$ cat config.mk
export PLATFORM = sky130hd
export DESIGN_NAME = digit_scan_ctrl
export DESIGN_NICKNAME = d
export VERILOG_FILES = /design/src/rtl/digit_scan_ctrl.sv
export SDC_FILE = /design/constraint.sdc
export NUM_CORES = 1
export LEC_CHECK = 0
export ABC_AREA = 0
export CAP_MARGIN = 20
export CORE_UTILIZATION = 62
export CTS_CLUSTER_SIZE = 12
export DETAILED_ROUTE_END_ITERATION = 10
export PLACE_DENSITY = 0.9
export RECOVER_POWER = 100
export SLEW_MARGIN = 20
export SYNTH_ARGS = -nofsm -noshare
export SYNTH_HDL_FRONTEND = slang
export SYNTH_SLANG_ARGS = --single-unit
$ cat constraint.sdc
create_clock -name clk -period 9.4 [get_ports clk]
set_input_delay 1.41 -clock clk [delete_from_list [all_inputs] [get_ports clk]]
set_output_delay 1.41 -clock clk [all_outputs]
set_load 0.03 [all_outputs]
$ cat src/rtl/digit_scan_ctrl.sv
// Time-multiplexed 8-digit seven-segment scan controller with frame-boundary double buffering.
// Optional build macro LEADING_ZERO_BLANK_EN blanks leading zero digits above digit 0.
module digit_scan_ctrl #(
    parameter int unsigned REFRESH_DIV = 100000,
    parameter int unsigned NUM_DIGITS  = 8
) (
    input  logic                    clk,
    input  logic                    rst_n,
    input  logic                    en,
    input  logic                    upd,
    input  logic [4*NUM_DIGITS-1:0] data,
    input  logic [NUM_DIGITS-1:0]   dp_mask,
    input  logic [NUM_DIGITS-1:0]   blank_mask,
    output logic [2:0]              digit_sel,
    output logic [6:0]              seg_n,
    output logic                    dp_n,
    output logic                    frame_done,
    output logic                    busy
);

    localparam int unsigned     CntW      = (REFRESH_DIV > 1) ? $clog2(REFRESH_DIV) : 1;
    localparam logic [CntW-1:0] CntMax    = CntW'(REFRESH_DIV - 1);
    localparam logic [2:0]      LastDigit = 3'(NUM_DIGITS - 1);
    localparam int unsigned     DataW     = 4 * NUM_DIGITS;

    logic [CntW-1:0]       cnt_q, cnt_d;
    logic [2:0]            digit_q, digit_d;
    logic [DataW-1:0]      act_data_q, act_data_d;
    logic [NUM_DIGITS-1:0] act_dp_q, act_dp_d;
    logic [NUM_DIGITS-1:0] act_blank_q, act_blank_d;
    logic [DataW-1:0]      pend_data_q, pend_data_d;
    logic [NUM_DIGITS-1:0] pend_dp_q, pend_dp_d;
    logic [NUM_DIGITS-1:0] pend_blank_q, pend_blank_d;
    logic                  busy_q, busy_d;
    logic [6:0]            seg_n_q, seg_n_d;
    logic                  dp_n_q, dp_n_d;
    logic                  frame_done_q, frame_done_d;

    logic                  tick;
    logic                  wrap;
    logic [NUM_DIGITS-1:0] lz_blank;
    logic [NUM_DIGITS-1:0] blank_vec;
    logic                  zero_above;
    logic [3:0]            cur_nib;
    logic                  cur_dp;
    logic                  cur_blank;

    function automatic logic [6:0] hex_to_seg(input logic [3:0] nib);
        logic [6:0] seg;
        seg = 7'h7F;
        unique case (nib)
            4'h0: seg = 7'h40;
            4'h1: seg = 7'h79;
            4'h2: seg = 7'h24;
            4'h3: seg = 7'h30;
            4'h4: seg = 7'h19;
            4'h5: seg = 7'h12;
            4'h6: seg = 7'h02;
            4'h7: seg = 7'h78;
            4'h8: seg = 7'h00;
            4'h9: seg = 7'h10;
            4'hA: seg = 7'h08;
            4'hB: seg = 7'h03;
            4'hC: seg = 7'h46;
            4'hD: seg = 7'h21;
            4'hE: seg = 7'h06;
            4'hF: seg = 7'h0E;
        endcase
        return seg;
    endfunction

    // Prescaler, digit index and buffer handover.
    always_comb begin
        tick         = en && (cnt_q == CntMax);
        wrap         = tick && (digit_q == LastDigit);
        cnt_d        = cnt_q;
        digit_d      = digit_q;
        act_data_d   = act_data_q;
        act_dp_d     = act_dp_q;
        act_blank_d  = act_blank_q;
        pend_data_d  = pend_data_q;
        pend_dp_d    = pend_dp_q;
        pend_blank_d = pend_blank_q;
        busy_d       = busy_q;
        frame_done_d = wrap;

        if (tick) begin
            cnt_d   = '0;
            digit_d = wrap ? 3'd0 : digit_q + 3'd1;
        end else if (en) begin
            cnt_d = cnt_q + CntW'(1);
        end

        if (wrap) begin
            // A strobe coinciding with the boundary bypasses the pending buffer.
            if (upd) begin
                act_data_d  = data;
                act_dp_d    = dp_mask;
                act_blank_d = blank_mask;
            end else if (busy_q) begin
                act_data_d  = pend_data_q;
                act_dp_d    = pend_dp_q;
                act_blank_d = pend_blank_q;
            end
            busy_d = 1'b0;
        end else if (upd) begin
            pend_data_d  = data;
            pend_dp_d    = dp_mask;
            pend_blank_d = blank_mask;
            busy_d       = 1'b1;
        end
    end

    // Segment outputs track the next-state index and buffer so they switch with digit_sel.
    always_comb begin
        lz_blank   = '0;
        zero_above = 1'b1;
`ifdef LEADING_ZERO_BLANK_EN
        for (int i = NUM_DIGITS - 1; i >= 1; i--) begin
            zero_above  = zero_above & (act_data_d[4*i +: 4] == 4'h0);
            lz_blank[i] = zero_above;
        end
`endif
        blank_vec = act_blank_d | lz_blank;

        cur_nib   = 4'h0;
        cur_dp    = 1'b0;
        cur_blank = 1'b0;
        for (int i = 0; i < NUM_DIGITS; i++) begin
            if (digit_d == 3'(i)) begin
                cur_nib   = act_data_d[4*i +: 4];
                cur_dp    = act_dp_d[i];
                cur_blank = blank_vec[i];
            end
        end

        seg_n_d = 7'h7F;
        dp_n_d  = 1'b1;
        if (en) begin
            seg_n_d = cur_blank ? 7'h7F : hex_to_seg(cur_nib);
            dp_n_d  = ~cur_dp;
        end
    end

    always_ff @(posedge clk or negedge rst_n) begin
        if (!rst_n) begin
            cnt_q        <= '0;
            digit_q      <= 3'd0;
            act_data_q   <= '0;
            act_dp_q     <= '0;
            act_blank_q  <= '0;
            pend_data_q  <= '0;
            pend_dp_q    <= '0;
            pend_blank_q <= '0;
            busy_q       <= 1'b0;
            seg_n_q      <= 7'h7F;
            dp_n_q       <= 1'b1;
            frame_done_q <= 1'b0;
        end else begin
            cnt_q        <= cnt_d;
            digit_q      <= digit_d;
            act_data_q   <= act_data_d;
            act_dp_q     <= act_dp_d;
            act_blank_q  <= act_blank_d;
            pend_data_q  <= pend_data_d;
            pend_dp_q    <= pend_dp_d;
            pend_blank_q <= pend_blank_d;
            busy_q       <= busy_d;
            seg_n_q      <= seg_n_d;
            dp_n_q       <= dp_n_d;
            frame_done_q <= frame_done_d;
        end
    end

    assign digit_sel  = digit_q;
    assign seg_n      = seg_n_q;
    assign dp_n       = dp_n_q;
    assign frame_done = frame_done_q;
    assign busy       = busy_q;

endmodule

# After elaboration in Yosys (flattened, before gate mapping)

Memories as Yosys holds them, arrays and structs flattened.
Index checks and enable logic that the tools add are counted.

Muxes and demuxes: 42
$add $sub $neg: 2
Bitwise gates (word level): 2
Reductions and logical operators: 6
Equality and inequality tests: 9

Operator list:

| kind                                                             | number |
|---|---|
| 32-bit two-way mux                                               | 3 |
| 8-bit two-way mux                                                | 6 |
| 17-bit two-way mux                                               | 2 |
| 4-bit two-way mux                                                | 8 |
| 1-bit two-way mux                                                | 19 |
| 17-bit by 1-bit adder with 17-bit output (second input constant) | 1 |
| 17-bit == test (second input constant)                           | 1 |
| 3-bit == test (second input constant)                            | 5 |
| 7-bit two-way mux                                                | 2 |
| 3-bit by 2-bit == test with 1-bit output (second input constant) | 2 |
| 3-bit two-way mux                                                | 2 |
| 2-bit nonzero test                                               | 2 |
| 3-bit by 1-bit adder with 3-bit output (second input constant)   | 1 |
| 3-bit by 1-bit == test with 1-bit output (second input constant) | 1 |
| 3-bit zero test                                                  | 1 |
| 1-bit logical AND                                                | 2 |
| 1-bit NOT                                                        | 2 |
| 2-bit AND reduction                                              | 1 |

Memory bits (read-only): 112
Memories kept: 1
Flip-flop bits (word level): 126
Input port bits: 52

Memory list:

| memory           | depth | bits a word | read ports | clocked after memory_dff | wr ports | RTL line | text |
|---|---|---|---|---|---|---|---|
| (name not given) | 16    | 7           | 1          | 0                        | 0        | 51       | `unique case (nib)` |

# Longest topological paths before layout

An unclocked memory read counts as a cell.

Depth in word-level cells: 17
Depth in mapped cells: 19

# Least setup slack after synthesis

OpenSTA, ideal clock, no wires.

Kind: input-to-reg
Start point: in en
End point: reg seg_n_q[3] (netlist: seg_n[3])
Path slack: 5.095 ns
Arrival: 4.225 ns
Stages: 12
Setup time: 0.080 ns
Cells stage by stage: buf_2 -> nand4_1 -> nor2_8 -> mux2i_4 -> inv_1 -> buf_2 -> o311ai_1 -> inv_1 -> ha_1 -> mux2_2 -> mux2i_1 -> nand2_1

Word-level cells in the longest chain between the ends: 16

Ends and longest elaborated chain:

| item                           | RTL line | text |
|---|---|---|
| start, declared                | 9        | `input logic en,` |
| 1-bit logical AND (*)          | 74       | `tick = en && (cnt_q == CntMax);` |
| 1-bit logical AND              | 75       | `wrap = tick && (digit_q == LastDigit);` |
| 3-bit two-way mux              | 89       | `digit_d = wrap ? 3'd0 : digit_q + 3'd1;` |
| 3-bit two-way mux (*)          | 87       | `if (tick) begin` |
| via digit_d[2]                 | 27       | `logic [2:0] digit_q, digit_d;` |
| 3-bit zero test                | 130      | `if (digit_d == 3'(i)) begin` |
| 4-bit two-way mux (8 in a row) | 130      |  |
| memory read 16 x 7 bit         | --       |  |
| 7-bit two-way mux (*)          | 140      | `seg_n_d = cur_blank ? 7'h7F : hex_to_seg(cur_nib);` |
| 7-bit two-way mux (*)          | 139      | `if (en) begin` |
| via seg_n_d[3]                 | 35       | `logic [6:0] seg_n_q, seg_n_d;` |
| end signal, assigned           | 169      | `seg_n_q <= seg_n_d;` |
| end, declared                  | 35       |  |

Mark *: on every way through the listed nets, which the timed path passes. The rest lies on a longest branch.
A chain may end at the register's enable or synchronous reset.

# Worst setup path after layout

Start point: in en
End point: reg seg_n_q[3] (netlist: seg_n[3])

RTL lines:

| item                           | RTL line | text |
|---|---|---|
| 1-bit logical AND              | 74       |  |
| 1-bit logical AND              | 75       |  |
| 32-bit two-way mux             | 94       | `if (wrap) begin` |
| via act_data_d[8]              | 28       | `logic [DataW-1:0] act_data_q, act_data_d;` |
| 4-bit two-way mux (6 in a row) | 130      |  |
| memory read 16 x 7 bit         | --       |  |
| 7-bit two-way mux              | 140      |  |
| 7-bit two-way mux              | 139      |  |
| via seg_n_d[3]                 | 35       |  |

The timed path passes the listed nets, and every way through them passes these cells.

==> flow_summary.json <==
{
  "worst_ep_arrival_time_ps": 7510,
  "critPathRequiredTime_ps": 9860,
  "grt_pass1_wl_mm": 27.6,
  "hold_ws_ps": 493,
  "start_util": 0.636,
  "antenna_found_initial": 0,
  "cts_root_buf": "clkbuf_8",
  "ys.flop_type": "dfrtp_1",
  "regArea_sq_um": 3160,
  "grt_pass1_vias": 5624,
  "switching_power_w": 0.000332,
  "end_kind": "flop",
  "vdd_drop_max_mv": 0.116,
  "synthCells": 621,
  "swShare": 0.234,
  "skew_ps": 8.23,
  "cpMostUsedCell": "mux2i_1",
  "rows": 37,
  "violations": "capacitance limit, slew limit",
  "p_int_w": 0.00109,
  "finalSetupViolCount": 0,
  "diodes": 0,
  "dieArea_sq_um": 11000,
  "async_reset_ff_frac": 1.00,
  "synth.area.top_cells": "dfrtp_1, mux2_2, o22ai_1",
  "cts_resized": 0,
  "synth_most_common_cell": "dfrtp_1",
  "cpPeakStageDelay_ps": 1850,
  "cts_htree_levels": 4,
  "die_h_um": 105,
  "drive_above_1_share": 0.174,
  "multiInputGateArea_sq_um": 3030,
  "io_pins": 65,
  "fin_setup_tns_ps": 0,
  "wl_per_cell_um": 20.4,
  "grt_max_degree": 70,
  "crit_fanout": 57,
  "drcViolationCount": 0,
  "placedCellCount": 786,
  "gp_congestion": 0.869,
  "worstSkewPairLatency_ps": 550,
  "tightest_slew_ps": 3390,
  "power_density_nw_per_um2": 182,
  "clkPwrFrac": 0.491,
  "cts.sinks": 126,
  "synth_seq_cells": 126,
  "overflow": 0,
  "max_cap_violations": 3,
  "antenna_left": 0,
  "finalCritPeriodShare": 0.749,
  "synth_nets": 682,
  "dieWidth_um": 105,
  "drv_slew": 178,
  "ctsHoldBuffers": 0,
  "clockBufferDepth": 2,
  "synth_area_sq_um": 6530,
  "synth_top_area_share": 0.452,
  "layout.cells.non_filler": 819,
  "ys_seq_area_frac": 0.484,
  "io_buffers": 64,
  "comb_power_share": 0.082,
  "clk_pin_slew_ps": 60,
  "yosysWarnings": 0,
  "fillers": 634,
  "cts_buffers": 17,
  "drtIter0Drc": 559,
  "dpl.hpwl_mm": 10.7,
  "post_cts.repair.setup_buffers": 0,
  "p_leak_nw": 3.44,
  "vias_per_cell": 6.53,
  "final.min_clock_period_ps": 7040,
  "crit_family": "buffers and inverters",
  "cts_tree": "yes",
  "final_hold_viol_count": 0,
  "min_path_type": "reg2reg",
  "ys_top_cells_by_count": "dfrtp_1, mux2_2, o22ai_1, nor2_1, a21oi_1",
  "cp-start-kind": "input port",
  "outcome": "finished, violations left",
  "synth_largest_area_cell": "dfrtp_1",
  "seqPwrFrac": 0.427,
  "wl_mm": 16.7,
  "syn2layout_area_growth_pct": 19.2,
  "max_clock_freq_ghz": 0.142,
  "synth.avg_cell_area_sq_um": 10.5,
  "synth_cell_types": 70,
  "path_buf_inv": 3,
  "synth_edf_count": 0,
  "relSlewSlack": -1.26,
  "rsz0062_at_grt": "false",
  "firstDrtPassIters": 6,
  "nNetsFinal": 731,
  "coreArea_sq_um": 10300,
  "critical_path_class": "in2reg",
  "grtUsageTotal": 0.327,
  "path_cells": "dlygate4sd3_1, and4_1, nand3_1, nor3_4, clkbuf_1, o22ai_1, a21oi_1, mux2i_1, o311ai_0, inv_1, ha_1, mux2_2, mux2i_1, nand2_1",
  "vias": 5347,
  "crit_slowest_cell": "clkbuf_1"
}
power groups by stage:
stage,logic (W),registers [W],clock network (W)
floorplan,0.0000657,0.000610,0
finish,0.000117,0.000606,0.000697
global placement,0.000114,0.000612,0
CTS,0.000119,0.000605,0.000699
detailed placement,0.000117,0.000615,0
global route,0.000130,0.000609,0.000720
through the flow:
step	instance area [sq um]	utilization	power, W	setup WS [ps]
after detailed placement	7200	0.701	0.000732	3820
after global placement	7190	0.700	0.000726	4110
after CTS	7830	0.762	0.00142	4370
final	7790	0.758	0.00142	2360
after global routing	7790	0.758	0.00146	2040
after floorplan	6530	-	0.000676	5090
cells by family (layout without fill, tap and decap cells):
family                     Yosys count  after routing  synth area share
muxes                               63             63             0.108
AOI/OAI and AO/OA                  169            169             0.176
xor gates and xnor gates            15             15            0.0201
and+or+nand+nor                    170            170             0.147
buffers and inverters               69            131            0.0475
adders and majority gates            9              9            0.0172
DFF                                126            126             0.484
final timing paths:
path	slack (ps)	end	cells past startpoint	start
setup / recovery	2360	seg_n[3]	14	en
hold / removal	490	cnt_q[12]	1	cnt_q[12]
setup reg to reg	3210	seg_n[3]	14	digit_sel[0]
hold reg to reg	490	cnt_q[12]	1	cnt_q[12]
max in group asynchronous	5210	act_data_q[15]	2	rst_n
min in group asynchronous	2000	cnt_q[12]	1	rst_n
layer usage:
| layer | share of wire | global-route usage | up-vias |
|---|---|---|---|
| li1 | - | - | 2375 |
| met1 | 0.39 | 0.384 | 2629 |
| met2 | 0.50 | 0.537 | 281 |
| met3 | 0.073 | 0.0898 | 62 |
| met4 | 0.039 | 0.199 | 0 |
| met5 | 0 | 0 | - |
cell type report:
| class | count | share of cell area |
|---|---|---|
| clock buffers | 19 | 0.0567 |
| inverters | 28 | 0.0135 |
| clock inverters | 13 | 0.0239 |
| flip-flops and latches | 126 | 0.406 |
| repair buffers | 71 | 0.0893 |
| well taps | 136 | 0.0218 |
| multi-input cells | 426 | 0.389 |
placed cells by master (no fill, tap or decap), types with 6 or more instances in the layout:
| cell | Yosys | routed |
|---|---|---|
| dfrtp_1 | 118 | 117 |
| mux2_2 | 51 | 51 |
| nor2_1 | 49 | 50 |
| o22ai_1 | 50 | 50 |
| clkdlybuf4s50_1 | 0 | 48 |
| a21oi_1 | 31 | 31 |
| nand2_1 | 30 | 30 |
| o21ai_0 | 30 | 30 |
| inv_1 | 27 | 28 |
| nand3_1 | 16 | 16 |
| nand3b_1 | 16 | 16 |
| clkbuf_16 | 0 | 16 |
| dlygate4sd3_1 | 0 | 15 |
| mux2i_1 | 11 | 11 |
| nand2b_1 | 9 | 9 |
| o211ai_1 | 8 | 9 |
| ha_1 | 9 | 9 |
| o22a_1 | 8 | 8 |
| xnor2_1 | 8 | 8 |
| dfstp_2 | 8 | 8 |
| xor2_1 | 7 | 7 |
| a31oi_1 | 6 | 6 |
state kept, by name, summed over array words and instances, names as in the netlist, 3 cells and up:
name / flops
pend_dp_q: 8
act_blank_q: 8
seg_n: 7
digit_sel: 3
cnt_q: 17
act_data_q: 32
pend_blank_q: 8
pend_data_q: 32
act_dp_q: 8
(Power assumes the default switching activity.)
==> variant 1 (same flow settings) <==
Take the reset off `act_data_q` and load it in a clocked block of its own.
--- a/src/rtl/digit_scan_ctrl.sv
+++ b/src/rtl/digit_scan_ctrl.sv
@@ -146,7 +146,6 @@
         if (!rst_n) begin
             cnt_q        <= '0;
             digit_q      <= 3'd0;
-            act_data_q   <= '0;
             act_dp_q     <= '0;
             act_blank_q  <= '0;
             pend_data_q  <= '0;
@@ -159,7 +158,6 @@
         end else begin
             cnt_q        <= cnt_d;
             digit_q      <= digit_d;
-            act_data_q   <= act_data_d;
             act_dp_q     <= act_dp_d;
             act_blank_q  <= act_blank_d;
             pend_data_q  <= pend_data_d;
@@ -172,6 +170,10 @@
         end
     end
 
+    always_ff @(posedge clk) begin
+        act_data_q <= act_data_d;
+    end
+
     assign digit_sel  = digit_q;
     assign seg_n      = seg_n_q;
     assign dp_n       = dp_n_q;
Check against the original RTL: same outputs for any inputs over 10 cycles, from zero or initial values and one cycle with rst_n low; that may be too few to reach the edited logic, so the function may still have changed.
==> variant 1 against the original RTL <==
The flow still finishes with violations (capacitance limit, slew limit). Final area down 3.2%. Register-to-register slack improved by 0.26 ns. Power shrank 3.9%. Clock power shrank 7.5%. Synthesized cell count is the same. Highest routed layer unchanged. Sequential cell count unchanged. Routed wire length fell by 1.6%. Die area decreased by 2.4%. Worst setup slack improved by 0.25 ns. Largest cell class is now multi-input gates. Synthesized area shrank 2.5%. Via count decreased by 2.1%.
==> variant 1: results (changes against the original RTL) <==
stage,metric,value,unit,change
run_status,status,"complete, but fails checks",,
run_status,violations,"capacitance limit, slew limit",,
drt,highest_layer,met4,,
grt,grtUsageMet2,0.5374,,+0.0005458
sta,tightest_slew,3.498,ns,+0.1112 ns
final_layout,nets,730,,-0.14%
grt,grt_pass1_wl,25.90,mm,-6.1%
grt,grt_use_met1,0.4035,,+0.01929
final_layout,seq_share,0.3981,,-0.008057
yosys,synth_top_area_frac,0.3377,,-0.1143
final_layout,buffers,70,,-1.4%
placed_design,dp_hpwl,10.42,mm,-2.6%
final_layout,antennaDiodeCount,0,,unchanged
die,n_tap_cell,133,,-2.2%
grt,grt_use_met3,0.09207,,+0.002238
power,p_comb_frac,0.084,,+0.002
power,internal_power,1.019,mW,-6.2%
run,maxCapViolations,5,,+2
drt,drt_iter0_drc,410,,-27%
yosys,ys_seq_area_frac,0.4712,,-0.01296
power,p_per_area,180.9,nW/um2,-0.72%
worst_setup_path,reg2reg_depth,13,,-1
drt,vias_per_cell,6.426,,-1.6%
placed_design,dpl.cell_count,783,,-0.38%
power,clockPowerShare,0.472,,-0.019
clocking,post_cts_resized,0,,unchanged
drt,dr_wl_met2,8.191,mm,-2.5%
power,power.leakage,3.195,nW,-7.1%
drt,wl_met3,1.125,mm,-7.9%
drt,routed_wl,16.44,mm,-1.6%
grt,grtUsageTotal,0.3311,,+0.003709
drt,met1Wirelength,6.516,mm,+1.2%
final_layout,clk_share,0.07681,,-0.003822
yosys,yosysUniqueCellTypes,71,,+1.4%
worst_setup_path,critical-path-max-stage-delay,1.89,ns,+0.04 ns
yosys,synthArstFlopShare,0.7460,,-0.2540
clocking,cts-buffers-inserted,17,,unchanged
sta,clock_skew,0.01078,ns,+0.002557 ns
sta,maxSlewViolCount,278,,+56%
worst_setup_path,r2r_setup_slack,3.47,ns,+0.26 ns
sta,hold_ws,0.4920,ns,-0.0007010 ns
final_layout,area_share_nonclk_buffers,0.08859,,-0.0007162
placed_design,gp_congestion,0.8835,,+1.6%
worst_setup_path,r2r_end,seg_n[0],,
final_layout,n_fill_cell,643,,+1.4%
final_layout,multi_input_area,3020,um2,-0.21%
final_layout,layout-drive-gt1-share,0.1672,,-0.007076
worst_setup_path,cp.arrival,7.26,ns,-0.25 ns
placed_design,pre_cts_ws,3.839,ns,+0.01711 ns
placed_design,port_buffers,64,,unchanged
grt,grt_max_degree,70,,unchanged
final_layout,stdcell_count,815,,-0.49%
power,ir_drop,0.1310,mV,+13%
yosys,yosys-top-cells-count,"dfrtp_1 (86), mux2_2 (51), o22ai_1 (50)",,
power,seq-power,605,uW,about the same
yosys,synthTopCellsByArea,"dfrtp_1 (34%), dfxtp_1 (10%), mux2_2 (9.0%), o22ai_1 (4.9%), dfstp_2 (3.3%)",,
placed_design,place_area,7036,um2,-2.3%
## variant 1: cell count changes after synthesis
cell     unedited run  this run
dfxtp_1             0        32
dfrtp_1           118        86
## variant 1: cells by family (layout without fill, tap and decap cells)
| family | Yosys count | count (layout) | share of synthesized area |
|---|---|---|---|
| adder cells (fa/ha/maj) | 9 | 9 | 0.01767 |
| flip-flops | 126 | 126 | 0.4712 |
| multiplexers | 63 | 63 | 0.1109 |
| buffers and inverters | 69 | 130 | 0.04869 |
| XOR/XNOR | 15 | 15 | 0.02062 |
| AO/OA/AOI/OAI | 169 | 169 | 0.1804 |
| AND/OR/NAND/NOR | 170 | 170 | 0.1504 |
## variant 1: worst max-delay path by stage
stage,end,slack (ns),cells past startpoint
finish,seg_n[0],2.61,13
global route,seg_n[0],2.19,13
global placement,seg_n[3],4.06,14
detailed placement,seg_n[3],3.84,14
floorplan,seg_n[3],5.09,12
CTS,seg_n[3],4.38,14
==> variant 2 (same settings) <==
Without the edit above. Build with the macro `LEADING_ZERO_BLANK_EN` defined.
--- a/src/rtl/digit_scan_ctrl.sv
+++ b/src/rtl/digit_scan_ctrl.sv
@@ -1,5 +1,7 @@
 // Time-multiplexed 8-digit seven-segment scan controller with frame-boundary double buffering.
 // Optional build macro LEADING_ZERO_BLANK_EN blanks leading zero digits above digit 0.
+`define LEADING_ZERO_BLANK_EN
+
 module digit_scan_ctrl #(
     parameter int unsigned REFRESH_DIV = 100000,
     parameter int unsigned NUM_DIGITS  = 8
Check against the original RTL: no difference found for any inputs over 10 cycles, from zero or initial values and one cycle with rst_n low; that may be too few to reach the edited logic, so the function may still have changed.
==> variant 2 against the original RTL <==
The flow still finishes with violations (capacitance limit, slew limit). Largest cell class is now multi-input gates. Final area up 2.8%. Worst setup slack worse by 0.11 ns. Hold slack improved by 0.0017 ns. Sequential share of layout area down 1.1 points. Synthesized area up 3.8%. Utilization rose by 0.72 points. Register-to-register slack gained 0.68 ns. Power shrank 0.34%. Sequential cell count did not move. Routed wire length is 19% higher. Cell count grew 7.6%. Largest power group unchanged.
==> variant 2: results (changes against the original RTL) <==
stage,metric,value,unit,change
drt,dr_wl_met2,9.700,mm,+15%
sta,finalSetupViolations,0,,unchanged
grt,grtUsageTotal,0.3718,,+0.04435
drt,drt_iter0_drc,529,,-5.4%
power,ir_drop,0.1319,mV,+13%
clocking,post_cts_buffers,0,,unchanged
yosys,synth_flop_cell,dfrtp_1,,
grt,grt_pass1_wl,32.00,mm,+16%
clocking,post_cts_resized,0,,unchanged
grt,grt_use_met1,0.4564,,+0.07210
placed_design,gp_congestion,0.9449,,+8.7%
power,power.leakage,3.408,nW,-0.91%
sta,relSlewSlack,-1.365,,-0.1068
clocking,clock_latency,0.55,ns,about the same
worst_setup_path,cp.arrival,7.59,ns,+0.08 ns
drt,met1Wirelength,7.813,mm,+21%
hold_path,worstHoldPathType,reg -> reg,,
final_layout,antennaDiodeCount,0,,unchanged
final_layout,n_fill_cell,707,,+12%
drt,routed_wl,19.83,mm,+19%
drt,num_vias,6073,,+14%
worst_setup_path,cp_max_fo,34,,-40%
final_layout,reg.largest.list,"act_data_q (32), pend_data_q (32), cnt_q (17)",,
grt,grtUsageMet2,0.6097,,+0.07278
yosys,synthTopCellsByArea,"dfrtp_1 (44%), mux2_2 (8.5%), nor2_1 (4.4%), dfstp_2 (3.1%), o22ai_1 (2.8%)",,
drt,wl_met3,1.625,mm,+33%
yosys,syn-num-nets,745,,+9.2%
placed_design,dp_hpwl,13.02,mm,+22%
worst_setup_path,crit_slowest_cell,nand4_1,,
hold_path,min_from,pend_blank_q[3],,
run_status,status,"complete, but fails checks",,
sta,clock_skew,0.007808,ns,-0.0004178 ns
final_layout,nets,791,,+8.2%
final_layout,layout-drive-gt1-share,0.1289,,-0.04537
grt,grt_pass1_vias,6286,,+12%
clocking,cts-root-buf,clkbuf_8,,
yosys,ys_seq_area_frac,0.4665,,-0.01769
worst_setup_path,crit_start,upd,,
run_status,violations,"capacitance limit, slew limit",,
worst_setup_path,r2r_start,digit_sel[0],,
run,maxCapViolations,5,,+2
yosys,yosys-top-cells-count,"dfrtp_1 (118), nor2_1 (79), mux2_2 (51)",,
worst_setup_path,critical-path-max-stage-delay,1.81,ns,-0.04 ns
yosys,yosysUniqueCellTypes,73,,+4.3%
clocking,htree_levels,4,,unchanged
grt,grt_use_met3,0.09240,,+0.002570
sta,maxSlewViolCount,224,,+26%
clocking,clockBufferDepth,2,,unchanged
drt,highest_layer,met4,,
grt,grt_max_degree,68,,-2.9%
-- variant 2: final timing paths --
path	endpoint	slack (ns)	cells past startpoint
setup / recovery	seg_n[3]	2.25	11
hold / removal	pend_blank_q[3]	0.49	1
setup reg to reg	seg_n[3]	3.89	14
hold reg to reg	pend_blank_q[3]	0.49	1
max in group asynchronous	pend_dp_q[0]	2.95	2
min in group asynchronous	cnt_q[12]	1.90	1
-- variant 2: area by class of cell --
type	instances	share of cell area
clock buffer	25	0.05924
clock inverter	7	0.01688
multi-input combinational	495	0.4142
sequential	126	0.3951
tap	136	0.02126
timing repair buffer	69	0.08253
inverter	23	0.01078
-- variant 2: cell families (layout without fill, tap and decap cells) --
| logic type | count (synthesis) | after routing | share of synthesized area |
|---|---|---|---|
| mux | 58 | 58 | 0.09522 |
| simple gates | 225 | 225 | 0.1713 |
| fa+ha+maj | 7 | 7 | 0.01292 |
| flops | 126 | 126 | 0.4665 |
| compound gates | 190 | 190 | 0.1941 |
| xor+xnor | 15 | 15 | 0.01938 |
| buf+inv | 65 | 124 | 0.04060 |
-- variant 2: through the flow --
stage / setup slack (ns) / util / cells / cell area [um2] / total power [mW]
6_report: 2.250 / 0.7651 / 881 / 8005 / 1.415
5_1_grt: 1.773 / 0.7651 / 881 / 8005 / 1.448
4_1_cts: 3.858 / 0.7706 / 881 / 8063 / 1.415
3_5_place_dp: 3.402 / 0.7124 / 849 / 7453 / 0.7346
3_3_place_gp: 3.709 / 0.7105 / 848 / 7433 / 0.7249
2_1_floorplan: 5.253 / - / 686 / 6780 / 0.6765
-- variant 2: power by group --
group | switching, mW | leakage [nW] | internal, mW
clock | 0.237 | 0.300 | 0.451
sequential | 0.0316 | 1.60 | 0.578
combinational | 0.0563 | 1.51 | 0.0614
total | 0.324 | 3.41 | 1.09
